`src/rtl/data_mem_bridge_pkg.sv`:
```
// Shared definitions for the data-memory bridge: FSM encodings and the default bus-wait limit.
package data_mem_bridge_pkg;

    typedef enum logic [1:0] {
        DMB_IDLE = 2'd0,
        DMB_BUSY = 2'd1,
        DMB_HOLD = 2'd2
    } dmb_state_e;

    localparam int DMB_TIMEOUT_DEFAULT = 255;

endpackage

```
`src/rtl/data_mem_bridge_if.sv`:
```
// Wishbone-style data bus between the bridge (master) and the memory/peripheral side (slave).
interface data_mem_bridge_if;

    logic        bus_cyc_o;
    logic        bus_stb_o;
    logic        bus_we_o;
    logic [3:0]  bus_sel_o;
    logic [31:0] bus_adr_o;
    logic [31:0] bus_dat_o;
    logic [31:0] bus_dat_i;
    logic        bus_ack_i;
    logic        bus_err_o;

    modport master (
        output bus_cyc_o, bus_stb_o, bus_we_o, bus_sel_o, bus_adr_o, bus_dat_o, bus_err_o,
        input  bus_dat_i, bus_ack_i
    );

    modport slave (
        input  bus_cyc_o, bus_stb_o, bus_we_o, bus_sel_o, bus_adr_o, bus_dat_o, bus_err_o,
        output bus_dat_i, bus_ack_i
    );

endinterface

```
`src/rtl/data_mem_bridge_timer.sv`:
```
// Bus-wait counter for data_mem_bridge: cleared at the start of an access, counts BUSY cycles without ack.
module data_mem_timer #(
    parameter int LIMIT = 255
) (
    input  logic clk,
    input  logic reset,
    input  logic clr_i,
    input  logic en_i,
    output logic expire_o
);

    localparam logic [7:0] LAST = 8'(LIMIT - 1);

    logic [7:0] cnt_q, cnt_d;

    always_comb begin
        cnt_d = cnt_q;
        if (clr_i) begin
            cnt_d = 8'd0;
        end else if (en_i) begin
            cnt_d = cnt_q + 8'd1;
        end
    end

    always_ff @(posedge clk) begin
        if (reset) begin
            cnt_q <= 8'd0;
        end else begin
            cnt_q <= cnt_d;
        end
    end

    // Expires in the LIMIT-th waiting cycle, so the bus is released after exactly LIMIT BUSY cycles.
    assign expire_o = en_i && (cnt_q == LAST);

endmodule

```
`src/rtl/data_mem_bridge.sv`:
```
// Sequential bridge from the memory-access stage to a wait-stated Wishbone-style data bus.
// Optional bus-wait timeout is enabled by defining DATA_MEM_BRIDGE_TIMEOUT_EN.
module data_mem_bridge
    import data_mem_bridge_pkg::*;
#(
    parameter int TIMEOUT_CYCLES = DMB_TIMEOUT_DEFAULT
) (
    input  logic                      clk,
    input  logic                      reset,
    input  logic                      ram_ce_i,
    input  logic                      ram_we_i,
    input  logic [3:0]                ram_sel_i,
    input  logic [31:0]               ram_addr_i,
    input  logic [31:0]               ram_wdata_i,
    output logic [31:0]               ram_rdata_o,
    input  logic                      stall_i,
    input  logic                      flush_i,
    output logic                      stallreq_o,
    data_mem_bridge_if.master         bus
);

    if (TIMEOUT_CYCLES < 1 || TIMEOUT_CYCLES > 255) begin : g_bad_timeout
        $error("data_mem_bridge: TIMEOUT_CYCLES must be in 1..255");
    end

    dmb_state_e  state_q, state_d;
    logic        drop_q, drop_d;
    logic        cyc_q, cyc_d;
    logic        we_q, we_d;
    logic [3:0]  sel_q, sel_d;
    logic [31:0] adr_q, adr_d;
    logic [31:0] dat_q, dat_d;
    logic [31:0] rdata_q, rdata_d;
    logic        drop_now;

`ifdef DATA_MEM_BRIDGE_TIMEOUT_EN
    logic err_q, err_d;
    logic tmr_clr, tmr_en, tmr_expire;

    data_mem_timer #(
        .LIMIT(TIMEOUT_CYCLES)
    ) u_timer (
        .clk      (clk),
        .reset    (reset),
        .clr_i    (tmr_clr),
        .en_i     (tmr_en),
        .expire_o (tmr_expire)
    );

    assign tmr_clr = (state_q == DMB_IDLE);
    assign tmr_en  = (state_q == DMB_BUSY) && !bus.bus_ack_i;
`endif

    // A flush seen in this BUSY cycle discards the result just like an earlier one.
    assign drop_now = drop_q || flush_i;

    always_comb begin
        state_d = state_q;
        drop_d  = drop_q;
        cyc_d   = cyc_q;
        we_d    = we_q;
        sel_d   = sel_q;
        adr_d   = adr_q;
        dat_d   = dat_q;
        rdata_d = rdata_q;
`ifdef DATA_MEM_BRIDGE_TIMEOUT_EN
        err_d   = 1'b0;
`endif
        unique case (state_q)
            DMB_IDLE: begin
                if (ram_ce_i && !flush_i) begin
                    we_d    = ram_we_i;
                    sel_d   = ram_sel_i;
                    adr_d   = ram_addr_i;
                    dat_d   = ram_wdata_i;
                    cyc_d   = 1'b1;
                    drop_d  = 1'b0;
                    state_d = DMB_BUSY;
                end
            end
            DMB_BUSY: begin
                drop_d = drop_now;
                if (bus.bus_ack_i) begin
                    cyc_d  = 1'b0;
                    drop_d = 1'b0;
                    if (!drop_now && !we_q) begin
                        rdata_d = bus.bus_dat_i;
                    end
                    state_d = drop_now ? DMB_IDLE : DMB_HOLD;
                end
`ifdef DATA_MEM_BRIDGE_TIMEOUT_EN
                else if (tmr_expire) begin
                    cyc_d  = 1'b0;
                    drop_d = 1'b0;
                    err_d  = 1'b1;
                    if (!drop_now) begin
                        rdata_d = 32'h0;
                    end
                    state_d = drop_now ? DMB_IDLE : DMB_HOLD;
                end
`endif
            end
            DMB_HOLD: begin
                if (!stall_i || flush_i) begin
                    state_d = DMB_IDLE;
                end
            end
            default: begin
                state_d = DMB_IDLE;
                cyc_d   = 1'b0;
                drop_d  = 1'b0;
            end
        endcase
    end

    // Reset abandons any bus cycle immediately and clears held data.
    always_ff @(posedge clk) begin
        if (reset) begin
            state_q <= DMB_IDLE;
            drop_q  <= 1'b0;
            cyc_q   <= 1'b0;
            we_q    <= 1'b0;
            sel_q   <= 4'h0;
            adr_q   <= 32'h0;
            dat_q   <= 32'h0;
            rdata_q <= 32'h0;
        end else begin
            state_q <= state_d;
            drop_q  <= drop_d;
            cyc_q   <= cyc_d;
            we_q    <= we_d;
            sel_q   <= sel_d;
            adr_q   <= adr_d;
            dat_q   <= dat_d;
            rdata_q <= rdata_d;
        end
    end

`ifdef DATA_MEM_BRIDGE_TIMEOUT_EN
    always_ff @(posedge clk) begin
        if (reset) begin
            err_q <= 1'b0;
        end else begin
            err_q <= err_d;
        end
    end

    assign bus.bus_err_o = err_q;
`else
    assign bus.bus_err_o = 1'b0;
`endif

    assign stallreq_o    = ((state_q == DMB_IDLE) && ram_ce_i && !flush_i) ||
                           (state_q == DMB_BUSY);
    assign ram_rdata_o   = rdata_q;
    assign bus.bus_cyc_o = cyc_q;
    assign bus.bus_stb_o = cyc_q;
    assign bus.bus_we_o  = we_q;
    assign bus.bus_sel_o = sel_q;
    assign bus.bus_adr_o = adr_q;
    assign bus.bus_dat_o = dat_q;

endmodule

```
`src/flat_wrapper.sv`:
```
// flat-port wrapper written by rule: the top's interface ports become plain ports
module data_mem_bridge_flat import data_mem_bridge_pkg::*;
#(
    parameter int TIMEOUT_CYCLES = DMB_TIMEOUT_DEFAULT
)
  (clk, reset, ram_ce_i, ram_we_i, ram_sel_i, ram_addr_i, ram_wdata_i, ram_rdata_o, stall_i, flush_i, stallreq_o, bus_bus_cyc_o, bus_bus_stb_o, bus_bus_we_o, bus_bus_sel_o, bus_bus_adr_o, bus_bus_dat_o, bus_bus_err_o, bus_bus_dat_i, bus_bus_ack_i);
  data_mem_bridge_if bus_i ();
  input  logic clk;
  input  logic reset;
  input  logic ram_ce_i;
  input  logic ram_we_i;
  input  logic [3:0] ram_sel_i;
  input  logic [31:0] ram_addr_i;
  input  logic [31:0] ram_wdata_i;
  output logic [31:0] ram_rdata_o;
  input  logic stall_i;
  input  logic flush_i;
  output logic stallreq_o;
  output wire logic [$bits(bus_i.bus_cyc_o)-1:0] bus_bus_cyc_o;
  output wire logic [$bits(bus_i.bus_stb_o)-1:0] bus_bus_stb_o;
  output wire logic [$bits(bus_i.bus_we_o)-1:0] bus_bus_we_o;
  output wire logic [$bits(bus_i.bus_sel_o)-1:0] bus_bus_sel_o;
  output wire logic [$bits(bus_i.bus_adr_o)-1:0] bus_bus_adr_o;
  output wire logic [$bits(bus_i.bus_dat_o)-1:0] bus_bus_dat_o;
  output wire logic [$bits(bus_i.bus_err_o)-1:0] bus_bus_err_o;
  input wire logic [$bits(bus_i.bus_dat_i)-1:0] bus_bus_dat_i;
  input wire logic [$bits(bus_i.bus_ack_i)-1:0] bus_bus_ack_i;
  assign bus_bus_cyc_o = bus_i.bus_cyc_o;
  assign bus_bus_stb_o = bus_i.bus_stb_o;
  assign bus_bus_we_o = bus_i.bus_we_o;
  assign bus_bus_sel_o = bus_i.bus_sel_o;
  assign bus_bus_adr_o = bus_i.bus_adr_o;
  assign bus_bus_dat_o = bus_i.bus_dat_o;
  assign bus_bus_err_o = bus_i.bus_err_o;
  assign bus_i.bus_dat_i = bus_bus_dat_i;
  assign bus_i.bus_ack_i = bus_bus_ack_i;
  data_mem_bridge #(.TIMEOUT_CYCLES(TIMEOUT_CYCLES)) u_core (.clk(clk), .reset(reset), .ram_ce_i(ram_ce_i), .ram_we_i(ram_we_i), .ram_sel_i(ram_sel_i), .ram_addr_i(ram_addr_i), .ram_wdata_i(ram_wdata_i), .ram_rdata_o(ram_rdata_o), .stall_i(stall_i), .flush_i(flush_i), .stallreq_o(stallreq_o), .bus(bus_i));
endmodule
```
`config.mk`:
```
export PLATFORM = sky130hd
export DESIGN_NAME = data_mem_bridge_flat
export DESIGN_NICKNAME = d
export VERILOG_FILES = /design/src/rtl/data_mem_bridge_pkg.sv /design/src/rtl/data_mem_bridge_if.sv /design/src/rtl/data_mem_bridge_timer.sv /design/src/rtl/data_mem_bridge.sv /design/src/flat_wrapper.sv
export SDC_FILE = /design/constraint.sdc
export NUM_CORES = 1
export LEC_CHECK = 0
export CAP_MARGIN = 20
export CORE_MARGIN = 3
export CORE_UTILIZATION = 40
export DETAILED_ROUTE_END_ITERATION = 16
export PLACE_DENSITY = 0.92
export SLEW_MARGIN = 0
export SYNTH_ARGS = -nofsm -noshare
export SYNTH_HDL_FRONTEND = slang
export SYNTH_SLANG_ARGS = --single-unit
export TNS_END_PERCENT = 30
```
`constraint.sdc`:
```
create_clock -name clk -period 2.1 [get_ports clk]
set_clock_uncertainty 0.15 [all_clocks]
set_input_delay 0.42 -clock clk [delete_from_list [all_inputs] [get_ports clk]]
set_output_delay 0.42 -clock clk [all_outputs]
set_load 0.1 [all_outputs]
```
==> results of run 1 <==
-- where the power goes --
part / internal (mW) / leakage, nW / switching (mW) / total [mW]
Sequential: 2.07 / 0.854 / 0.0460 / 2.11
Clock: 0.733 / 0.115 / 0.670 / 1.40
Combinational: 0.381 / 1.52 / 0.774 / 1.15
Total: 3.18 / 2.49 / 1.49 / 4.67
-- repair_timing --
action,in CTS,in global routing
setup endpoints to repair,1,1
gates cloned,0,0
gates resized for setup,1,1
pin swaps,0,0
buffers inserted,0,3
hold buffers,0,0
-- registers in the layout, summed over array words and instances, names as in the netlist --
register	count
u_core.bus.bus_adr_o	32
u_core.bus.bus_dat_o	32
u_core.ram_rdata_o	32
u_core.bus.bus_sel_o	4
u_core.state_q	2
u_core.bus.bus_cyc_o	1
u_core.bus.bus_we_o	1
u_core.drop_q	1
-- per-layer routing --
metal / share of wire / up-vias
met1: 0.38 / 1724
li1: - / 1873
met3: 0.082 / 17
met2: 0.52 / 135
met5: 0 / -
met4: 0.019 / 0
-- placed cells by master, fill, tap and decap left out, types with 8 or more instances in the layout --
| cell type | count |
|---|---|
| a21oi_1 | 72 |
| buf_12 | 8 |
| buf_4 | 107 |
| clkbuf_8 | 11 |
| clkdlybuf4s50_1 | 105 |
| dfxtp_1 | 105 |
| mux2i_1 | 32 |
| nand2_1 | 139 |
| nand2b_1 | 64 |
-- worst max-delay path, stage by stage --
cell and delay [ns]:
clkdlybuf4s50_1 0.44, buf_6 0.14, inv_1 0.07, a21oi_2 0.05, nor2_2 0.14, buf_12 0.19
-- area by class of cell --
class,count,share of cell area
sequential,105,0.336
timing repair buffer,221,0.324
multi-input combinational,321,0.276
tap,133,0.0266
clock buffer,11,0.0242
clock inverter,5,0.0124
inverter,2,0.00120
-- cell families after synthesis --
family	synth area share
and+or+nand+nor	0.247
DFF	0.511
AOI/OAI and AO/OA	0.0918
buffers and inverters	0.0715
muxes	0.0779
other	0.000912
-- worst paths after layout --
kind,start,end,slack [ns],depth (start not counted)
max,flush_i,stallreq_o,0.07,6
min,u_core.bus.bus_adr_o[21]$_SDFFE_PP0P_,u_core.bus.bus_adr_o[21]$_SDFFE_PP0P_,0.31,2
max reg2reg,u_core.state_q[0]$_SDFFE_PP0P_,u_core.bus.bus_dat_o[5]$_SDFFE_PP0P_,0.26,4
min reg2reg,u_core.bus.bus_adr_o[21]$_SDFFE_PP0P_,u_core.bus.bus_adr_o[21]$_SDFFE_PP0P_,0.31,2
==> run_results.csv, run 1 <==
group,metric,value,unit
sta,hold_viol_final,0,
critical_path,cp_max_fo,5,
yosys,synth_top_area_share,0.511,
route,wl,11300,µm
power_and_ir_drop,ir_drop,0.395,mV
clocking,tritoncts,"done",
yosys,async_reset_ff_frac,0,
grt,antenna_found_initial,0,
yosys,syn_inst,465,
placed_design,portBuffers,210,
route,antenna_left,0,
grt,grtUsageMet1,0.206,
yosys,synthFlopType,"dfxtp_1",
sta,fin_ws,0.0723,ns
cells_and_area,fin_nets,767,
sta,fin_tns_setup,0,ns
floorplan,dieArea,0.0115,mm²
cells_and_area,regArea,0.00210,mm²
cells_and_area,area_delta_synth_final,52.0,%
critical_path,required,1.53,ns
route,vias,3749,
yosys,ys_ff_latch,105,
critical_path,worstPathArrival,1.46,ns
cells_and_area,stdcell_area,0.00625,mm²
sta,setup_viol,0,
sta,fin_crit_sh,0.966,
yosys,synth_area_per_cell,8.85,µm²
flow_run,max_cap_viol_count,0,
critical_path,path_class,"in2out",
route,remaining_drc_errors,0,
critical_path,setup.worst_path.end_class,"output pin",
grt,top_usage_layer,"met2",
clocking,numClockSinks,105,
grt,use_met2,0.349,
placed_design,dpl_worst_slack,-0.174,ns
yosys,syn_nets,572,
yosys,yosysMostFrequentCell,"nand2_1",
route,wl_per_cell,14.2,µm
clocking,cts_max_path_buffers,2,
floorplan,die_height,107,µm
clocking,insertion_delay,0.35,ns
cells_and_area,instances_no_fill,798,
sta,maxSlewViolCount,0,
cells_and_area,drive_above_1_share,0.206,
sta,post-route-min-period,2.03,ns
floorplan,ios,212,
floorplan,core_area,0.00986,mm²
clocking,htreeDepth,3,
floorplan,die_width,107,µm
grt,grtUsageTotal,0.189,
yosys,yosysSeqAreaShare,0.511,
floorplan,num_rows,36,
cells_and_area,diodes,0,
sta,holdWs,0.308,ns
clocking,cts_root_buf,"clkbuf_8",
route,dr.first_iter.drc_count,152,
run_status,status,"finished, final reports clean",
power_and_ir_drop,p_total,4.67,mW
sta,fmax,493,MHz
yosys,syn_area,0.00411,mm²
grt,grt_pass1_wl,17800,µm
grt,grt_max_degree,84,
sta,rsz0062_at_grt,"no",
cells_and_area,utilization,0.634,
critical_path,start_kind,"input port",
clocking,clkSlewWorstSetupHoldPaths,0.10,ns
route,drt_pass1_iterations,4,
clocking,cts_buffers,9,
cells_and_area,n_fill_cell,812,
placed_design,gp_congestion,0.730,
power_and_ir_drop,leakage,2.49,nW
hold_path,worstHoldPathType,"reg2reg",
grt,grt_overflow,0,
route,viasPerCell,4.70,
yosys,synthTopCellsByCount,"nand2_1, dfxtp_1, a21oi_1",
placed_design,hpwl,8330,µm
yosys,synth_top_cell_by_area,"dfxtp_1",
placed_design,place_area,0.00600,mm²
yosys,synth_edf_count,0,
power_and_ir_drop,power_density,746,mW/mm²
yosys,ys_warn_count,0,
floorplan,initial_core_util,0.417,
placed_design,dpl.cell_count,779,
grt,grt_pass1_vias,3781,
yosys,synth_area_leaders,"dfxtp_1, nand2_1, nand2b_1",
cells_and_area,multi_input_area,0.00172,mm²
yosys,ys_types,21,
grt,met3_usage,0.0570,
Power figures use the tool's default switching activity.
==> run 2, diff against run 1 <==
--- a/config.mk
+++ b/config.mk
@@ -9,7 +9,7 @@
 export CORE_MARGIN = 3
 export CORE_UTILIZATION = 40
 export DETAILED_ROUTE_END_ITERATION = 16
-export PLACE_DENSITY = 0.92
+export PLACE_DENSITY = 0.81
 export SLEW_MARGIN = 0
 export SYNTH_ARGS = -nofsm -noshare
 export SYNTH_HDL_FRONTEND = slang
==> run 2 against run 1 <==
Against the previous run:
- worst setup slack gained 0.0018 ns
- sequential power is essentially flat
- global-route usage shrank 0.62 points
- critical path depth is the same
- sequential share of layout area grew 0.39 points
- cell area shrank 1.1%
- critical path type unchanged
- register-to-register slack gained 0.10 ns
- non-clock buffer count grew 2
- via count is essentially flat
==> run_results.csv, run 2 (synthesis gave the netlist of run 1 again) <==
group,metric,value,unit
route,wl_met2,5130,µm
critical_path,path_class,"in2out",
cells_and_area,final_common_cell,"nand2_1",
power_and_ir_drop,p_int,2.90,mW
sta,fin_tns_setup,0,ns
route,drt_pass1_iterations,5,
cells_and_area,drive_above_1_share,0.207,
critical_path,cp_max_fo,3,
power_and_ir_drop,power_switching,1.49,mW
route,top_signal_layer_used,"met4",
route,viasPerCell,4.69,
power_and_ir_drop,pwr-share-clk,0.257,
critical_path,setup.worst_path.end_class,"output pin",
power_and_ir_drop,ir_drop,0.390,mV
sta,fmax,494,MHz
critical_path,worstPathArrival,1.46,ns
flow_run,max_cap_viol_count,0,
floorplan,dieArea,0.0115,mm²
hold_path,worstHoldPathType,"in2reg",
cells_and_area,utilization,0.627,
critical_path,required,1.53,ns
clocking,cts_hold_buf,0,
cells_and_area,diodes,0,
placed_design,gp_congestion,0.739,
sta,maxSlewViolCount,0,
route,antenna_left,0,
power_and_ir_drop,combPwrFrac,0.263,
grt,grt_max_degree,71,
grt,antenna_found_initial,0,
cells_and_area,regArea,0.00210,mm²
sta,rsz0062_at_grt,"no",
grt,grt_overflow,0,
sta,hold_viol_final,0,
sta,post-route-min-period,2.03,ns
clocking,cts_buffers,9,
placed_design,place_area,0.00600,mm²
critical_path,max_stage_delay,0.50,ns
route,remaining_drc_errors,0,
power_and_ir_drop,p_seq_frac,0.480,
power_and_ir_drop,power_density,709,mW/mm²
cells_and_area,layout_common_cells,"nand2_1, buf_4, clkdlybuf4s50_1, dfxtp_1, a21oi_1",
sta,fin_crit_sh,0.965,
clocking,cts_max_path_buffers,2,
power_and_ir_drop,sw_frac_of_total,0.339,
grt,grt_pass1_vias,3535,
cells_and_area,multi_input_area,0.00172,mm²
route,wl_met1,4520,µm
floorplan,ios,212,
floorplan,core_area,0.00986,mm²
cells_and_area,area_delta_synth_final,50.3,%
clocking,insertion_delay,0.36,ns
cells_and_area,instances_no_fill,800,
placed_design,hpwl,8080,µm
route,wl_per_cell,13.7,µm
floorplan,num_rows,36,
route,wl_met3,1080,µm
cells_and_area,fin_nets,769,
critical_path,start_kind,"input port",
clocking,numClockSinks,105,
critical_path,path_delay_family,"buffers and inverters",
run_status,status,"finished, final reports clean",
critical_path,worst_path_max_delay_cell,"clkdlybuf4s50_1",
placed_design,portBuffers,210,
route,vias,3748,
critical_path,cp_cell_sequence,"clkdlybuf4s50_1 > buf_6 > inv_1 > a21oi_1 > nor2_2 > buf_12",
placed_design,dpl.cell_count,783,
critical_path,crit_buf_inv,4,
floorplan,initial_core_util,0.417,
grt,grtUsageTotal,0.183,
clocking,tritoncts,"done",
floorplan,die_height,107,µm
power_and_ir_drop,leakage,2.47,nW
clocking,htreeDepth,3,
floorplan,die_width,107,µm
cells_and_area,n_fill_cell,842,
clocking,clkSlewWorstSetupHoldPaths,0.09,ns
cells_and_area,stdcell_area,0.00618,mm²
route,dr.first_iter.drc_count,179,
route,wl,11000,µm
grt,grt_pass1_wl,17000,µm
sta,setup_viol,0,
clocking,cts_root_buf,"clkbuf_8",
run 2: power by group through the flow:
stage	Combinational, mW	Sequential [mW]	Clock [mW]
2_1_floorplan	0.270	2.67	0
3_3_place_gp	1.14	2.15	0
3_5_place_dp	1.15	2.15	0
4_1_cts	1.16	2.11	1.17
5_1_grt	1.20	2.11	1.26
6_report	1.15	2.10	1.13
run 2: final cells by class:
| type | count | share of cell area |
|---|---|---|
| clock buffers | 10 | 0.0223 |
| clock inverters | 6 | 0.00546 |
| inverters | 2 | 0.00121 |
| multi-input cells | 321 | 0.278 |
| flip-flops and latches | 105 | 0.340 |
| well taps | 133 | 0.0269 |
| repair buffers | 223 | 0.326 |
run 2: final timing paths:
| check | start | end | slack, ns | cells past startpoint |
|---|---|---|---|---|
| worst max-delay path | flush_i | stallreq_o | 0.07 | 6 |
| worst min-delay path | reset | u_core.bus.bus_adr_o[30]$_SDFFE_PP0P_ | 0.25 | 2 |
| worst max register to register | u_core.state_q[1]$_SDFFE_PP0P_ | u_core.bus.bus_dat_o[4]$_SDFFE_PP0P_ | 0.36 | 4 |
| worst min register to register | u_core.bus.bus_adr_o[18]$_SDFFE_PP0P_ | u_core.bus.bus_adr_o[18]$_SDFFE_PP0P_ | 0.31 | 2 |
run 2: metrics by stage:
step	power, mW	hold slack, ns	setup WS [ns]
finish	4.38	0.252	0.0741
global placement	3.29	0.292	-0.130
floorplan	2.94	0.328	0.0550
global route	4.58	0.257	0.0358
CTS	4.43	0.227	0.00394
detailed placement	3.30	0.297	-0.150
run 2: routing by layer:
layer	vias up	global-route usage
li1	1876	-
met1	1699	0.222
met5	-	0
met3	21	0.0666
met2	152	0.296
met4	0	0.0721
run 2: repair_timing:
| action | 4_1_cts | 5_1_grt |
|---|---|---|
| endpoints found under the setup margin | 0 | 1 |
| setup buffers | 0 | 1 |
| gates resized for setup | 0 | 1 |
==> run 3, diff against run 2 <==
--- a/config.mk
+++ b/config.mk
@@ -10,6 +10,7 @@
 export CORE_UTILIZATION = 40
 export DETAILED_ROUTE_END_ITERATION = 16
 export PLACE_DENSITY = 0.81
+export REMOVE_ABC_BUFFERS = 1
 export SLEW_MARGIN = 0
 export SYNTH_ARGS = -nofsm -noshare
 export SYNTH_HDL_FRONTEND = slang
==> run 3 against run 2 <==
Against the previous run:
- critical path depth unchanged
- maximum frequency down 0.67%
- sequential share of layout area about the same
- critical path type unchanged
- largest power group unchanged
==> run_results.csv, run 3 (synthesis gave the netlist of run 1 again) <==
group,metric,value,unit
placed_design,portBuffers,210,
power_and_ir_drop,sw_frac_of_total,0.343,
clocking,numClockSinks,105,
power_and_ir_drop,ir_drop,0.384,mV
cells_and_area,fin_nets,767,
route,vias,3726,
sta,maxSlewViolCount,0,
route,wl_per_cell,13.9,µm
flow_run,max_cap_viol_count,0,
power_and_ir_drop,power_density,709,mW/mm²
placed_design,dpl.cell_count,782,
critical_path,setup.worst_path.end_class,"output pin",
clocking,cts_hold_buf,0,
clocking,cts_root_buf,"clkbuf_8",
grt,grt_pass1_vias,3561,
clocking,htreeDepth,3,
cells_and_area,instances_no_fill,798,
clocking,cts_buffers,9,
cells_and_area,diodes,0,
sta,setup_viol,0,
grt,grtUsageTotal,0.182,
floorplan,core_area,0.00986,mm²
run_status,status,"finished, final reports clean",
cells_and_area,area_delta_synth_final,50.4,%
sta,post-route-min-period,2.04,ns
sta,rsz0062_at_grt,"no",
cells_and_area,drive_above_1_share,0.203,
clocking,postCtsSetupRepairBufs,0,
sta,fin_crit_sh,0.971,
route,wl,11100,µm
route,dr.first_iter.drc_count,157,
route,drt_pass1_iterations,4,
floorplan,die_width,107,µm
cells_and_area,layout_common_cells,"nand2_1, buf_4, clkdlybuf4s50_1, dfxtp_1, a21oi_1",
placed_design,gp_congestion,0.729,
critical_path,cp_max_fo,6,
floorplan,initial_core_util,0.417,
placed_design,hpwl,8140,µm
grt,grt_overflow,0,
power_and_ir_drop,p_total,4.39,mW
route,viasPerCell,4.67,
power_and_ir_drop,leakage,2.45,nW
sta,hold_viol_final,0,
critical_path,path_class,"in2out",
cells_and_area,final_common_cell,"nand2_1",
floorplan,die_height,107,µm
cells_and_area,n_fill_cell,854,
floorplan,ios,212,
power_and_ir_drop,p_seq_frac,0.480,
floorplan,dieArea,0.0115,mm²
grt,grt_pass1_wl,17100,µm
clocking,clkSlewWorstSetupHoldPaths,0.09,ns
route,antenna_left,0,
clocking,tritoncts,"done",
sta,fin_tns_setup,0,ns
power_and_ir_drop,p_int,2.88,mW
grt,grt_max_degree,64,
critical_path,required,1.53,ns
hold_path,worstHoldPathType,"in2reg",
sta,fmax,490,MHz
power_and_ir_drop,pwr-share-clk,0.257,
cells_and_area,utilization,0.627,
route,remaining_drc_errors,0,
grt,antenna_found_initial,0,
critical_path,start_kind,"input port",
clocking,insertion_delay,0.35,ns
power_and_ir_drop,combPwrFrac,0.263,
floorplan,num_rows,36,
power_and_ir_drop,power_switching,1.50,mW
clocking,cts_max_path_buffers,2,
critical_path,worstPathArrival,1.47,ns
[run 3: layer usage]
layer | wire length, µm | share of wire | up-vias | track usage
li1 | - | - | 1876 | -
met1 | 4430 | 0.40 | 1676 | 0.209
met2 | 5410 | 0.49 | 157 | 0.324
met3 | 1020 | 0.093 | 17 | 0.0546
met4 | 203 | 0.018 | 0 | 0.0586
met5 | 0 | 0 | - | 0
[run 3: final timing paths]
check	depth (start not counted)	slack, ns	start	end
max	6	0.06	flush_i	stallreq_o
min	2	0.30	reset	u_core.bus.bus_adr_o[23]$_SDFFE_PP0P_
max reg2reg	4	0.34	u_core.state_q[1]$_SDFFE_PP0P_	u_core.bus.bus_dat_o[6]$_SDFFE_PP0P_
min reg2reg	2	0.31	u_core.bus.bus_dat_o[16]$_SDFFE_PP0P_	u_core.bus.bus_dat_o[16]$_SDFFE_PP0P_
[run 3: power by group through the flow]
stage,Combinational (mW),Clock [mW],Sequential [mW]
after global routing,1.21,1.24,2.12
final,1.15,1.13,2.11
after CTS,1.16,1.18,2.11
after floorplan,0.185,0,2.68
after global placement,1.14,0,2.15
after detailed placement,1.15,0,2.15
[run 3: metrics by stage]
step / setup WS, ns / hold WS [ns] / cell area [µm²]
after floorplan: -0.481 / 0.328 / 3830
after global placement: -0.118 / 0.291 / 6000
after detailed placement: -0.162 / 0.297 / 6000
after CTS: 0.00190 / 0.280 / 6180
after global routing: 0.0334 / 0.331 / 6190
final: 0.0604 / 0.300 / 6190
[run 3: cell type report]
type | instances | area [µm²] | share of cell area
Sequential cell | 105 | 2100 | 0.340
Timing Repair Buffer | 221 | 2010 | 0.325
Multi-Input combinational cell | 321 | 1720 | 0.279
Tap cell | 133 | 166 | 0.0269
Clock buffer | 11 | 131 | 0.0212
Clock inverter | 5 | 41.3 | 0.00667
Inverter | 2 | 7.51 | 0.00121
[run 3: repair_timing]
item	CTS	global route
endpoints found under the setup margin	1	1
cloned	0	0
gates resized for setup	1	2
[run 3: worst max-delay path, stage by stage]
cell and delay, ns:
clkdlybuf4s50_1 0.50, buf_6 0.15, inv_1 0.05, a21oi_2 0.12, nor2_2 0.06, buf_12 0.16
